**config.mk**
```make
export PLATFORM = sky130hd
export DESIGN_NAME = uart_tx_arbiter
export DESIGN_NICKNAME = d
export VERILOG_FILES = /design/src/rtl/uart_pkg.sv /design/src/rtl/rr_arbiter.sv /design/src/rtl/uart_tx_arbiter.sv
export SDC_FILE = /design/constraint.sdc
export NUM_CORES = 1
export LEC_CHECK = 0
export CAP_MARGIN = 20
export CORE_ASPECT_RATIO = 2
export CORE_MARGIN = 2
export CORE_UTILIZATION = 30
export CTS_CLUSTER_DIAMETER = 40
export CTS_CLUSTER_SIZE = 10
export DETAILED_ROUTE_END_ITERATION = 6
export PLACE_DENSITY = 0.55
export SLEW_MARGIN = 20
export SYNTH_ARGS = -nofsm -noshare
export SYNTH_HDL_FRONTEND = slang
export SYNTH_SLANG_ARGS = --single-unit
export TNS_END_PERCENT = 10
```
**constraint.sdc**
```tcl
create_clock -name clk -period 4.75 [get_ports clk]
set_input_delay 0.475 -clock clk [delete_from_list [all_inputs] [get_ports clk]]
set_output_delay 0.475 -clock clk [all_outputs]
set_load 0.01 [all_outputs]
```
**src/rtl/uart_pkg.sv**
```systemverilog
// Shared types and constants for the UART transmit-side blocks.
package uart_pkg;

  localparam int UART_BYTE_W = 8;

  typedef enum logic [1:0] {
    IDLE  = 2'd0,
    ISSUE = 2'd1,
    HOLD  = 2'd2
  } uart_arb_state_t;

endpackage

```
**src/rtl/rr_arbiter.sv**
```systemverilog
// Combinational round-robin arbiter: rotate requests so `ptr` sits at bit 0,
// take the lowest set bit, then rotate the index back.
module rr_arbiter #(
  parameter int N  = 4,
  parameter int IW = $clog2(N)
) (
  input  logic [N-1:0]  req,
  input  logic [IW-1:0] ptr,
  output logic [N-1:0]  grant,
  output logic [IW-1:0] idx
);

  logic [N-1:0]  rot;
  logic [IW-1:0] off;
  logic          found;

  genvar gi;
  generate
    for (gi = 0; gi < N; gi++) begin : g_rot
      assign rot[gi] = req[IW'((gi + int'(ptr)) % N)];
    end
  endgenerate

  always_comb begin
    off   = '0;
    found = 1'b0;
    // Descending scan so the lowest rotated position wins.
    for (int i = N - 1; i >= 0; i--) begin
      if (rot[i]) begin
        off   = IW'(i);
        found = 1'b1;
      end
    end
    idx   = IW'((int'(off) + int'(ptr)) % N);
    grant = '0;
    if (found) grant[idx] = 1'b1;
  end

endmodule

```
**src/rtl/uart_tx_arbiter.sv**
```systemverilog
// Shares one UART transmitter between N_REQ byte streams; the grant stays
// locked to one requester until its frame ends or it stalls too long.
module uart_tx_arbiter
  import uart_pkg::*;
#(
  parameter int N_REQ        = 4,
  parameter int LOCK_TIMEOUT = 1024
) (
  input  logic                         clk,
  input  logic                         rst_n,
  input  logic [N_REQ-1:0]             req_valid,
  input  logic [N_REQ*UART_BYTE_W-1:0] req_data,
  input  logic [N_REQ-1:0]             req_last,
  output logic [N_REQ-1:0]             req_ready,
  output logic [UART_BYTE_W-1:0]       tx_data,
  output logic                         tx_valid,
  input  logic                         tx_ready,
  output logic [$clog2(N_REQ)-1:0]     owner,
  output logic                         owner_valid,
  output logic                         timeout_err
);

  localparam int IW = $clog2(N_REQ);
  localparam int TW = $clog2(LOCK_TIMEOUT);
  localparam logic [TW-1:0] TIMER_LAST = TW'(LOCK_TIMEOUT - 1);
  localparam logic [IW-1:0] PTR_TOP    = IW'(N_REQ - 1);

  uart_arb_state_t        state_reg, state_next;
  logic [IW-1:0]          owner_reg, owner_next;
  logic [IW-1:0]          last_owner_reg, last_owner_next;
  logic [UART_BYTE_W-1:0] data_reg, data_next;
  logic                   last_reg, last_next;
  logic [TW-1:0]          timer_reg, timer_next;
  logic                   timeout_reg, timeout_next;

  logic [IW-1:0]          rr_ptr, win_idx, sel_idx;
  logic [N_REQ-1:0]       win_grant, ready_c;
  logic [UART_BYTE_W-1:0] lane_data [N_REQ];

  genvar gi;
  generate
    for (gi = 0; gi < N_REQ; gi++) begin : g_lane
      assign lane_data[gi] = req_data[gi*UART_BYTE_W +: UART_BYTE_W];
    end
  endgenerate

  assign rr_ptr = (last_owner_reg == PTR_TOP) ? '0 : last_owner_reg + 1'b1;

  rr_arbiter #(
    .N  (N_REQ),
    .IW (IW)
  ) u_rr (
    .req   (req_valid),
    .ptr   (rr_ptr),
    .grant (win_grant),
    .idx   (win_idx)
  );

  // While locked only the owner's lane can be captured.
  assign sel_idx = (state_reg == HOLD) ? owner_reg : win_idx;

  always_comb begin
    state_next      = state_reg;
    owner_next      = owner_reg;
    last_owner_next = last_owner_reg;
    data_next       = data_reg;
    last_next       = last_reg;
    timer_next      = timer_reg;
    timeout_next    = 1'b0;
    ready_c         = '0;

    case (state_reg)
      IDLE: begin
        ready_c = win_grant;
        if (|req_valid) begin
          owner_next = win_idx;
          data_next  = lane_data[sel_idx];
          last_next  = req_last[sel_idx];
          state_next = ISSUE;
        end
      end
      ISSUE: begin
        if (tx_ready) begin
          if (last_reg) begin
            last_owner_next = owner_reg;
            state_next      = IDLE;
          end else begin
            timer_next = '0;
            state_next = HOLD;
          end
        end
      end
      HOLD: begin
        ready_c[owner_reg] = req_valid[owner_reg];
        if (req_valid[owner_reg]) begin
          data_next  = lane_data[sel_idx];
          last_next  = req_last[sel_idx];
          timer_next = '0;
          state_next = ISSUE;
        end else if (timer_reg == TIMER_LAST) begin
          last_owner_next = owner_reg;
          timeout_next    = 1'b1;
          state_next      = IDLE;
        end else begin
          timer_next = timer_reg + 1'b1;
        end
      end
      default: state_next = IDLE;
    endcase
  end

  always_ff @(posedge clk or negedge rst_n) begin
    if (!rst_n) begin
      state_reg      <= IDLE;
      owner_reg      <= '0;
      last_owner_reg <= PTR_TOP;
      data_reg       <= '0;
      last_reg       <= 1'b0;
      timer_reg      <= '0;
      timeout_reg    <= 1'b0;
    end else begin
      state_reg      <= state_next;
      owner_reg      <= owner_next;
      last_owner_reg <= last_owner_next;
      data_reg       <= data_next;
      last_reg       <= last_next;
      timer_reg      <= timer_next;
      timeout_reg    <= timeout_next;
    end
  end

  // Accept strobes are combinational, so hold them low while reset is asserted.
  assign req_ready   = rst_n ? ready_c : '0;
  assign tx_valid    = (state_reg == ISSUE);
  assign tx_data     = data_reg;
  assign owner       = owner_reg;
  assign owner_valid = (state_reg != IDLE);
  assign timeout_err = timeout_reg;

endmodule

```
==> results summary, run 1 <==
The flow ran to the end, and the final reports show no timing, DRC or antenna violations. The initial antenna violation count came out at 0. The static power due to leakage came out at 0.001212 uW.

The cell area power density is ~830 nW/um2. The maximum vdd drop is 0.4226 mV. The last weighted congestion value of the routability-driven placer came out at 0.8518. The number of setup buffers added after CTS came out at 0.

The via count of the first global-routing pass came out at 2170. The post-synthesis average cell area is about 10 um2. The number of nets produced by synthesis is 273. Setup repair after global routing left no endpoint under its margin. The fraction of synthesized cell area taken by the top area cell type is 25.46%. The worst hold path begins at timer_reg[4].

After synthesis, the most frequently instantiated cells are sky130_fd_sc_hd__dfrtp_1 (24), sky130_fd_sc_hd__mux2i_1 (19), sky130_fd_sc_hd__a221o_1 (18), sky130_fd_sc_hd__nor2_1 (14), sky130_fd_sc_hd__a21oi_1 (13). The clock tree buffer depth is 2. Cells with a size suffix above 1 make up between 10% and 20% of the layout. Derived from the worst setup path, the maximum achievable clock frequency is between 200 and 250 MHz. The data required time of the critical path came out at 4.28 ns. The total wire length after detailed routing is 6.739 mm. Yosys mapped a number of flops with a built-in enable equal to 0. Hold repair after CTS inserted 0 buffers.

After routing, the total negative slack on setup checks comes to 0 ns. After synthesis, the cell types taking the most area are sky130_fd_sc_hd__dfrtp_1 (25%), sky130_fd_sc_hd__mux4_2 (11%), sky130_fd_sc_hd__mux2i_1 (8.1%). The wire length of the first global-routing pass is 10.67 mm. The root buffer cell chosen for the clock tree is sky130_fd_sc_hd__clkbuf_16.

The multi-input combinational cells in the finished layout cover a total of 1589 um2. TritonCTS built the clock tree. The flip-flop and latch count after synthesis came out at 26. The total core area is 7601 um2. The library cell with the largest summed area after synthesis is sky130_fd_sc_hd__dfrtp_1. The residual overflow from global routing came out at 0. The wire-length estimate of the detail-placed layout is 5.201 mm. The signed area change from the synthesized netlist to the final layout came out at 32.47%. The count of pins on the block boundary came out at 60. The endpoint kind of the worst setup timing path is a primary output.

The max-slew violation count came out at 0. The worst hold path belongs to the class reg2reg. The cell total after placement is 370.

The detail route stage leaves a number of antenna-violating nets equal to 0. The worst clock skew is 0.007166 ns. The mapped netlist covers 2359 um2.

After the flow finishes, the layout carries non-filler instances totaling between 300 and 400. The distinct cell type count of the synthesized netlist is 60. The later-pin clock latency in the skew report came out at 0.26 ns. The slew at the pin with the worst max-slew slack is 0.6853 ns. The count of warnings emitted by yosys came out at 0. Setup violations remaining at the end of the flow were counted as 0. The dominant register cell in the synthesized netlist is sky130_fd_sc_hd__dfrtp_1. In this run the vertical extent of the chip is 129.4 um. The final setup slack of the worst path came out at between 0.2 and 0.25 ns. The starting utilization of the core area came out at between 30% and 40%.

The slowest cell on the critical path is sky130_fd_sc_hd__dfstp_2. Of the synthesized area, sequential elements account for 27.69%. For this run, design rule violations remaining after detail routing come to 0. The arrival time at the worst endpoint came out at 4.05 ns.

The launching instance or port of the critical path is last_owner_reg[0]. The largest stage delay on the critical path came out at 0.74 ns. Of all flip-flops after synthesis, the portion carrying an async set or reset was 100.0%. Across the whole layout, storage elements account for 653.1 um2. The minimum hold slack is 0.4871 ns. The final hold violation count came to 0. The overall die area is 8630 um2. The number of detailed-routing iterations run before antenna repair is 4. The CTS clock-pin slew for the worst setup and hold paths came out at 0.07 ns. The routed design could run at a clock period as short as 4.526 ns.

The final cycle utilization of the critical path came out at 95.28%. The worst setup path is launched from a flip-flop. The pin count of the biggest net entering global routing is 29. The CTS buffer count came out at 3. Along the worst path, the maximum fanout reaches 17. In this run the critical register-to-register path is launched from last_owner_reg[0].

The pre-CTS setup slack is between 0.4 and 0.5 ns. The number of violations reported at the end of detailed-routing iteration 0 came out at 111. The final net count came out at 328. The gate count after technology mapping is 226. The sink count of the clock tree is 26.

The number of placement rows is 45. The total global routing track utilization came out at 16.05%. The count of fill cells added during filler insertion is 760.

By instance count, the leading cell after synthesis is sky130_fd_sc_hd__dfrtp_1. The average vias per placed instance is 5.794. The H-tree depth reported by CTS came out at 1.

After detailed routing, the average wire length per cell comes to 18.02 um. The count of maximum capacitance violations came out at 0. The count of buffers from port buffering came out at 59. The final antenna diode count came out at 0. Walking the worst path, the cells encountered are inv_1 > ha_2 > mux4_2 > o311ai_0 > a22oi_1 > nor2_1 > ha_1 > xnor2_4 > xnor2_1 > o41ai_2 > clkdlybuf4s50_1.

Summing over every cut layer, the via total after detailed routing is around 2200. By startpoint and endpoint, the worst setup path is classified as reg2out. The floorplan die width came out at 66.70 um. The flip-flop count of the largest register after layout is 10. The headroom to the max-slew limit came out at between 50% and 60%.
[cell usage in the layout (no fill, tap or decap), drive strengths merged, types with 4 or more instances in the layout]
cell | synthesis | final
nand3 | 6 | 6
clkdlybuf4s50 | 0 | 59
o31ai | 5 | 5
dfrtp | 24 | 24
mux2i | 20 | 20
buf | 9 | 6
o21ai | 11 | 11
a21oi | 13 | 13
xor2 | 4 | 4
a221o | 18 | 18
o22ai | 11 | 11
nand2 | 12 | 12
ha | 4 | 4
mux2 | 5 | 5
nor2 | 15 | 15
mux4 | 12 | 12
nor2b | 5 | 5
nor3 | 4 | 4
[cell families (layout without fill, tap and decap cells)]
logic type               after synthesis  in the layout  synth area share, %
AO/OA/AOI/OAI                         75             75                24.67
AND/OR/NAND/NOR                       59             59                13.90
multiplexers                          37             37                22.86
flip-flops                            26             26                27.69
buffers and inverters                 18             72                5.039
XOR/XNOR                               7              7                3.714
adder cells (fa/ha/maj)                4              4                2.122
[through the flow]
step	power [uW]	utilization (%)	area, um2
after detailed placement	2369	39.69	3017
after CTS	2623	41.07	3122
after floorplan	1908	-	2359
after global routing	2797	41.10	3124
after global placement	2336	39.59	3009
final	2592	41.10	3124
[worst paths after layout]
| check | cells after the start | endpoint | slack [ns] |
|---|---|---|---|
| max in group asynchronous | 2 | last_owner_reg[1] | 3.79 |
| setup / recovery | 11 | req_ready[0] | 0.22 |
| hold reg to reg | 1 | timer_reg[4] | 0.49 |
| min in group asynchronous | 2 | timer_reg[3] | 0.64 |
| hold / removal | 1 | timer_reg[4] | 0.49 |
| setup reg to reg | 12 | tx_data[5] | 0.74 |
[final cells by class]
type                    count  share of cell area, %
clock inverters             1                 0.9612
clock buffers               3                  2.403
well taps                  94                  3.765
flip-flops and latches     26                  20.91
multi-input cells         182                  50.86
repair buffers             65                  20.74
inverters                   3                 0.3604
[where the power goes]
group / internal (uW) / switching, uW / total [uW]
clock: 168 / 81.0 / 249
sequential: 304 / 87.8 / 392
combinational: 994 / 957 / 1950
total: 1470 / 1130 / 2590
[worst max-delay path: cells and delay by family (launching register included)]
kind	cells	cell delay (ns)
and+or+nand+nor	1	0.10
adders and majority gates	2	0.76
buffers and inverters	2	0.71
xor gates and xnor gates	2	0.28
AOI/OAI and AO/OA	3	0.79
muxes	1	0.38
DFF	1	0.74
[metal layers]
layer	up-vias	GRT usage (%)	share of wire, %
li1	1021	-	-
met1	1067	17.54	36
met2	69	30.88	58
met3	10	1.563	4.1
met4	0	5.642	1.8
met5	-	0	0
[timing repair]
action	in CTS	in global routing
resized for setup	0	1
endpoints found under the setup margin	0	3
endpoints found under the hold margin	0	0
Power figures use the tool's default switching activity.
==> run 2: changes to the inputs <==
- REMOVE_ABC_BUFFERS: not set -> 1
==> run 2 against run 1 <==
Net effect: worst hold slack gained 0.0081 ns; maximum frequency grew 2.1%; global-route usage is essentially flat; highest routed layer unchanged.
==> results summary, run 2 (same netlist as run 1, synthesis figures left out) <==
The count of cells resized by post-cts repair came out at 0. The worst path needs 4.431 ns of the cycle, external delays included. The endpoint kind of the worst setup timing path is a primary output. The maximum fanout along the worst path came out at 17.

The number of logic stages on the critical path including buffering is 11. The critical path goes through inv_1 > ha_2 > mux4_2 > o311ai_0 > a22oi_1 > nor2_1 > ha_1 > xnor2_4 > xnor2_1 > o41ai_2 > clkdlybuf4s50_1. The library cell used most frequently in the layout, excluding fill and tap cells, is sky130_fd_sc_hd__clkdlybuf4s50_1.

The cell count of the worst reg-to-reg path is 12. The initial antenna violation count came out at 0. After clock tree synthesis, the flow added hold-fix buffers numbering 0.

The vertical die dimension came out at 129.4 um. The endpoint identified for the worst register-to-register timing path is tx_data[2]. In this run the worst setup path terminates at req_ready[0]. The average vias per placed instance came out at 5.665.

The last weighted congestion value of the routability-driven placer came out at ~0.85. In the finished design, the share of the clock period the worst path needs comes to slightly above 90%. The number of setup buffers added after CTS came out at 0. The upper clock frequency limit came out at 225.7 MHz. In the post-route analysis, the smallest setup slack over all paths is 0.3189 ns.

The final layout contains routed wiring with a total length of 6.445 mm. The largest individual stage delay along the critical path comes from the cell sky130_fd_sc_hd__dfstp_4. The die covers 8630 um2.

The CTS clock-pin slew for the worst setup and hold paths came out at ~0.070 ns. For the worst setup path, the data arrival time is 3.96 ns. The CTS buffer count came out at 3. The source of the worst register-to-register timing path is last_owner_reg[0].

The via count of the first global-routing pass is 2124. The data required time of the critical path came out at 4.28 ns. Setup repair after global routing left no endpoint under its margin. The final net count is 327. The number of antenna diodes in the final layout is 0. The pin count of the biggest net entering global routing came out at 29.

Counting every sink on the clock net gives 26. The worst setup path is launched from a flip-flop. The residual overflow from global routing came out at 0. The tightest min-delay check is of the reg2reg type. On the critical path the largest part of the delay comes from adder cells.

The number of placement rows is 45. The max-slew violation count came out at 0. The clock tree buffer depth is 2. The total core area came out at roughly 7600 um2. After the first detailed-routing iteration, the DRC count stood at 116.

Across the VDD grid, the largest voltage drop is 0.4682 mV. Across the routed clock network, the largest skew measured is 0.007420 ns. For the final routed database, the setup TNS stands at 0 ns.

The count of buffer and inverter cells on the critical path came out at 2. The floorplan die width came out at between 60 and 70 um. Across the run, the number of max-cap violations was 0. The flip-flop count of the largest register after layout is 10.

The total number of vias came out at 2113. The later-pin clock latency in the skew report came out at 0.26 ns. Setup violations remaining at the end of the flow were counted as 0. The largest stage delay on the critical path came out at 0.72 ns. The final routed wire length divided by cell count came out at 17.28 um. Before CTS, the worst setup slack after placement is roughly 0.43 ns. The TritonCTS clock tree is built. The run finished with clean final reports. During I/O placement, the number of pins put on the boundary was 60.

The static power due to leakage is 0.001207 uW. The DRC violations left came out at 0. The setup slack on the worst flop-to-flop path is 0.86 ns.

The library cells used most frequently in the layout, excluding fill and tap cells, are sky130_fd_sc_hd__clkdlybuf4s50_1 (59), sky130_fd_sc_hd__dfrtp_1 (24), sky130_fd_sc_hd__mux2i_1 (19). The launching instance or port of the critical path is last_owner_reg[0]. The cell area power density came out at just over 800 nW/um2. The post-route netlist has 14.34% of its cells at a drive strength greater than 1.

The headroom to the max-slew limit came out at a little over half. The wire length of the first global-routing pass is 10.62 mm. The worst setup path is of the reg2out kind. The number of detailed-routing iterations run before antenna repair came out at 4. The total global routing track utilization came out at 16.00%.

The starting utilization of the core area is 31.03%. At the pin with the least slew margin, the transition time is 0.6866 ns. The final hold violation count is 0. Relative to the synthesized area, the layout overhead comes to 32.41%.

The count of buffers added on input and output ports is 59. The H-tree depth reported by CTS came out at 1. Clock tree synthesis selected as its root buffer the cell sky130_fd_sc_hd__clkbuf_16. The remaining antenna violation count after routing is 0.

The detailed placer's ending HPWL came out at 5.052 mm.
-- run 2: worst min-delay path by stage --
stage | startpoint | end | cells after the start
CTS | timer_reg[4] | timer_reg[4] | 1
floorplan | rst_n | last_reg | 0
global route | timer_reg[4] | timer_reg[4] | 1
finish | timer_reg[4] | timer_reg[4] | 1
global placement | timer_reg[4] | timer_reg[4] | 1
detailed placement | timer_reg[4] | timer_reg[4] | 1
-- run 2: per-stage QoR --
step | hold WS, ns | power, uW | cells | instance area (um2) | util (%)
floorplan | 0.1794 | 1810 | 211 | 2251 | -
global placement | 0.4720 | 2348 | 369 | 3009 | 39.59
detailed placement | 0.4907 | 2366 | 369 | 3009 | 39.59
CTS | 0.5006 | 2617 | 373 | 3114 | 40.97
global route | 0.5159 | 2806 | 373 | 3123 | 41.09
finish | 0.4952 | 2594 | 373 | 3123 | 41.09
-- run 2: cell type report --
class                      instances  area [um2]
clock buffer                       3       75.07
clock inverter                     1       30.03
fill                             761        4478
inverter                           3       11.26
multi-input combinational        182        1592
sequential                        26       656.9
tap                               94       117.6
timing repair buffer              64       640.6
-- run 2: power breakdown --
group | internal, uW | switching [uW]
Sequential | 307 | 84.6
Combinational | 988 | 966
Clock | 168 | 80.4
-- run 2: per-layer routing --
metal	share of wire (%)	GRT usage [%]	up-vias
li1	-	-	1018
met1	37	17.56	1049
met2	58	30.76	38
met3	2.5	1.042	8
met4	2.4	6.242	0
met5	0	0	-
-- run 2: worst reg2reg max path, delay by kind of cell (launching register included) --
| family | cells | cell delay (ns) |
|---|---|---|
| multiplexers | 3 | 1.14 |
| flip-flops | 1 | 0.72 |
| adder cells (fa/ha/maj) | 2 | 0.84 |
| AND/OR/NAND/NOR | 1 | 0.11 |
| buffers and inverters | 2 | 0.34 |
| AO/OA/AOI/OAI | 4 | 0.63 |
==> run 3: changes to the inputs <==
- CORE_MARGIN: 2 -> 4
==> run 3 against run 2 <==
Net effect: maximum frequency is 1.4% lower; sequential power shrank 7.1%; clock skew barely moved; utilization shrank 0.33 points; total power is 1.6% lower; worst hold slack got worse by 0.0037 ns; critical path depth is the same; combinational power increased by 3%; critical path type unchanged; clock power fell by 22%.
==> results summary, run 3 (same netlist as run 1, synthesis figures left out) <==
The worst setup path is launched from a flip-flop. The maximum vdd drop came out at around 0.37 mV. The clock root buffer master is sky130_fd_sc_hd__clkbuf_16. The final net count came out at 328. The via count of the first global-routing pass is 2241.

The overall die area came out at roughly 9400 um2. The remaining antenna violation count after routing is 0. The headroom to the max-slew limit came out at 51.83%. Global routing used 14.33% of the available tracks across all layers. In the layout the commonest cells are sky130_fd_sc_hd__clkdlybuf4s50_1 (59), sky130_fd_sc_hd__dfrtp_1 (24), sky130_fd_sc_hd__mux2i_1 (19).

The DRC violations left is 0. The final number of setup-violating endpoints came out at 0. For this run, the detailed router's first-pass iteration total came to 4. The largest stage delay on the critical path is 0.60 ns. The H-tree depth reported by CTS came out at 1. The source of the worst register-to-register timing path is last_owner_reg[0]. After routing, the total negative slack on setup checks comes to 0 ns. The total core area came out at approximately 7600 um2. The upper clock frequency limit is approximately 220 MHz. The critical setup path kind is reg2out.

Clock-pin slew was measured on the worst setup and hold paths at around 0.06 ns. STA classifies the critical path endpoint as a primary output. The tool flagged a number of max-cap violations equal to 0. The last weighted congestion value of the routability-driven placer came out at 0.9491. The path with the worst hold slack has its endpoint at timer_reg[4]. The detailed router placed 2150 vias in this run.

The register with the most flip-flops in the layout has 10 of them. The worst clock skew is 0.007069 ns. After detailed routing, the total wire length is 6.793 mm.

The wire length of the first global-routing pass is 10.95 mm. The minimum hold slack is 0.4914 ns. The final antenna diode count came out at 0. The path class of the tightest hold or removal check is reg2reg. The endpoint identified for the worst register-to-register timing path is tx_data[4]. The arrival time at the worst endpoint is 4.02 ns.

The max-slew violation count is 0. The depth of the worst hold-timing path is 1. The final cell count without fillers is approximately 370. For this design the static power due to leakage is 0.001201 uW. The clock passes through at most 2 buffers. The number of setup buffers added after CTS came out at 0. The cell count of the worst reg-to-reg path came out at 12. In this run the vertical extent of the chip is between 100 and 150 um.

The die is 70.70 um wide. The maximum fanout along the worst path is 12. The final critical delay including setup and external delays came out at 4.492 ns. STA puts the critical path data required time at 4.28 ns.

The later-pin clock latency in the skew report came out at roughly 0.26 ns. The average vias per placed instance is 5.749. In this run the count of I/O pins placed on the die edge is 60. The total power is 2552 uW. In the final routed layout, each cell accounts on average for around 18 um.

The CTS buffer count came out at 3. The library cell used most frequently in the layout, excluding fill and tap cells, is sky130_fd_sc_hd__clkdlybuf4s50_1. In this run, the number of DRC markers left after iteration 0 of detailed routing was 85. The cell repeated most along the worst path is sky130_fd_sc_hd__ha_1. The count of fill cells added during filler insertion came out at between 700 and 800. The count of cells resized by post-cts repair is 0. The slew at the pin with the worst max-slew slack came out at slightly above 0.7 ns. Once the floorplan was initialized, standard cells occupied just over 30% of the core. The run finished with clean final reports. The slowest cell on the critical path is sky130_fd_sc_hd__ha_1.

The residual overflow from global routing is 0. TritonCTS built the clock tree. Port buffering added 59 buffers. Compared with the post-synthesis result, the final layout area differs by 31.35%. The final hold violation count was 0. The initial antenna violation count came to 0. The number of hold buffers added after CTS is 0.

Power spread over the standard cell area amounts to 823.9 nW/um2. Including well taps, the total number of placed cells is 370. The pin count of the biggest net entering global routing is 28. Setup repair after global routing left no endpoint under its margin. The worst hold path begins at timer_reg[4]. Traced cell by cell, the critical path runs through inv_1 > ha_1 > mux4_2 > o311ai_0 > a22oi_1 > nor2_1 > ha_1 > xnor2_4 > xnor2_1 > o32ai_1 > clkdlybuf4s50_1. The setup slack on the worst flop-to-flop path came out at 0.87 ns. The fraction of layout cells with a size suffix above 1 came out at between 10% and 20%. The number of placement rows came out at 45. After legalization and detailed placement, the total HPWL measured between 5 and 6 mm. The sink count of the clock tree is 26. The final cycle utilization of the critical path is between 90% and 100%.
run 3: cell count changes in the layout (fill, tap and decap cells not counted):
cell | before | now
sky130_fd_sc_hd__buf_4 | 4 | 5
sky130_fd_sc_hd__bufinv_16 | 1 | 0
sky130_fd_sc_hd__clkbuf_1 | 0 | 1
sky130_fd_sc_hd__ha_1 | 3 | 4
sky130_fd_sc_hd__dfstp_2 | 1 | 2
sky130_fd_sc_hd__ha_2 | 1 | 0
sky130_fd_sc_hd__dfstp_4 | 1 | 0
run 3: through the flow:
| step | util [%] | setup WS, ns | area, um2 |
|---|---|---|---|
| finish | 40.76 | 0.2581 | 3098 |
| CTS | 40.72 | 0.2781 | 3095 |
| global route | 40.76 | 0.06215 | 3098 |
| floorplan | - | 0.5350 | 2251 |
| global placement | 39.69 | 0.6566 | 3017 |
| detailed placement | 39.69 | 0.5690 | 3017 |
run 3: routing by layer:
metal	track usage, %	routed length, um	up-vias
met4	6.276	205	0
met2	28.44	3968	38
met1	14.73	2474	1078
li1	-	-	1022
met5	0	0	-
met3	0.8308	144	12
run 3: worst max-delay path by stage:
stage,start,endpoint,slack [ns],depth (start not counted)
final,last_owner_reg[0],req_ready[1],0.26,11
after detailed placement,last_owner_reg[0],req_ready[1],0.57,11
after CTS,last_owner_reg[0],req_ready[1],0.28,11
after global routing,last_owner_reg[0],req_ready[1],0.06,11
after floorplan,last_owner_reg[0],last_reg,0.54,11
after global placement,last_owner_reg[0],req_ready[0],0.66,11
run 3: layout make-up:
| class | count | area, um2 | area share [%] |
|---|---|---|---|
| flip-flops and latches | 26 | 653.1 | 21.08 |
| repair buffers | 65 | 648.1 | 20.92 |
| clock buffers | 4 | 78.83 | 2.544 |
| well taps | 94 | 117.6 | 3.796 |
| multi-input cells | 182 | 1589 | 51.29 |
| inverters | 3 | 11.26 | 0.3635 |
run 3: critical path, delay by kind of cell (launching register included):
family,cells,cell delay (ns)
XOR/XNOR,2,0.32
buffers and inverters,2,0.66
multiplexers,1,0.43
adder cells (fa/ha/maj),2,0.84
AND/OR/NAND/NOR,1,0.11
flip-flops,1,0.53
AO/OA/AOI/OAI,3,0.87
run 3: report_power, final:
group	switching, uW	total, uW	internal [uW]
registers	60.4	364	303
logic	1010	2000	990
clock network	78.4	193	115
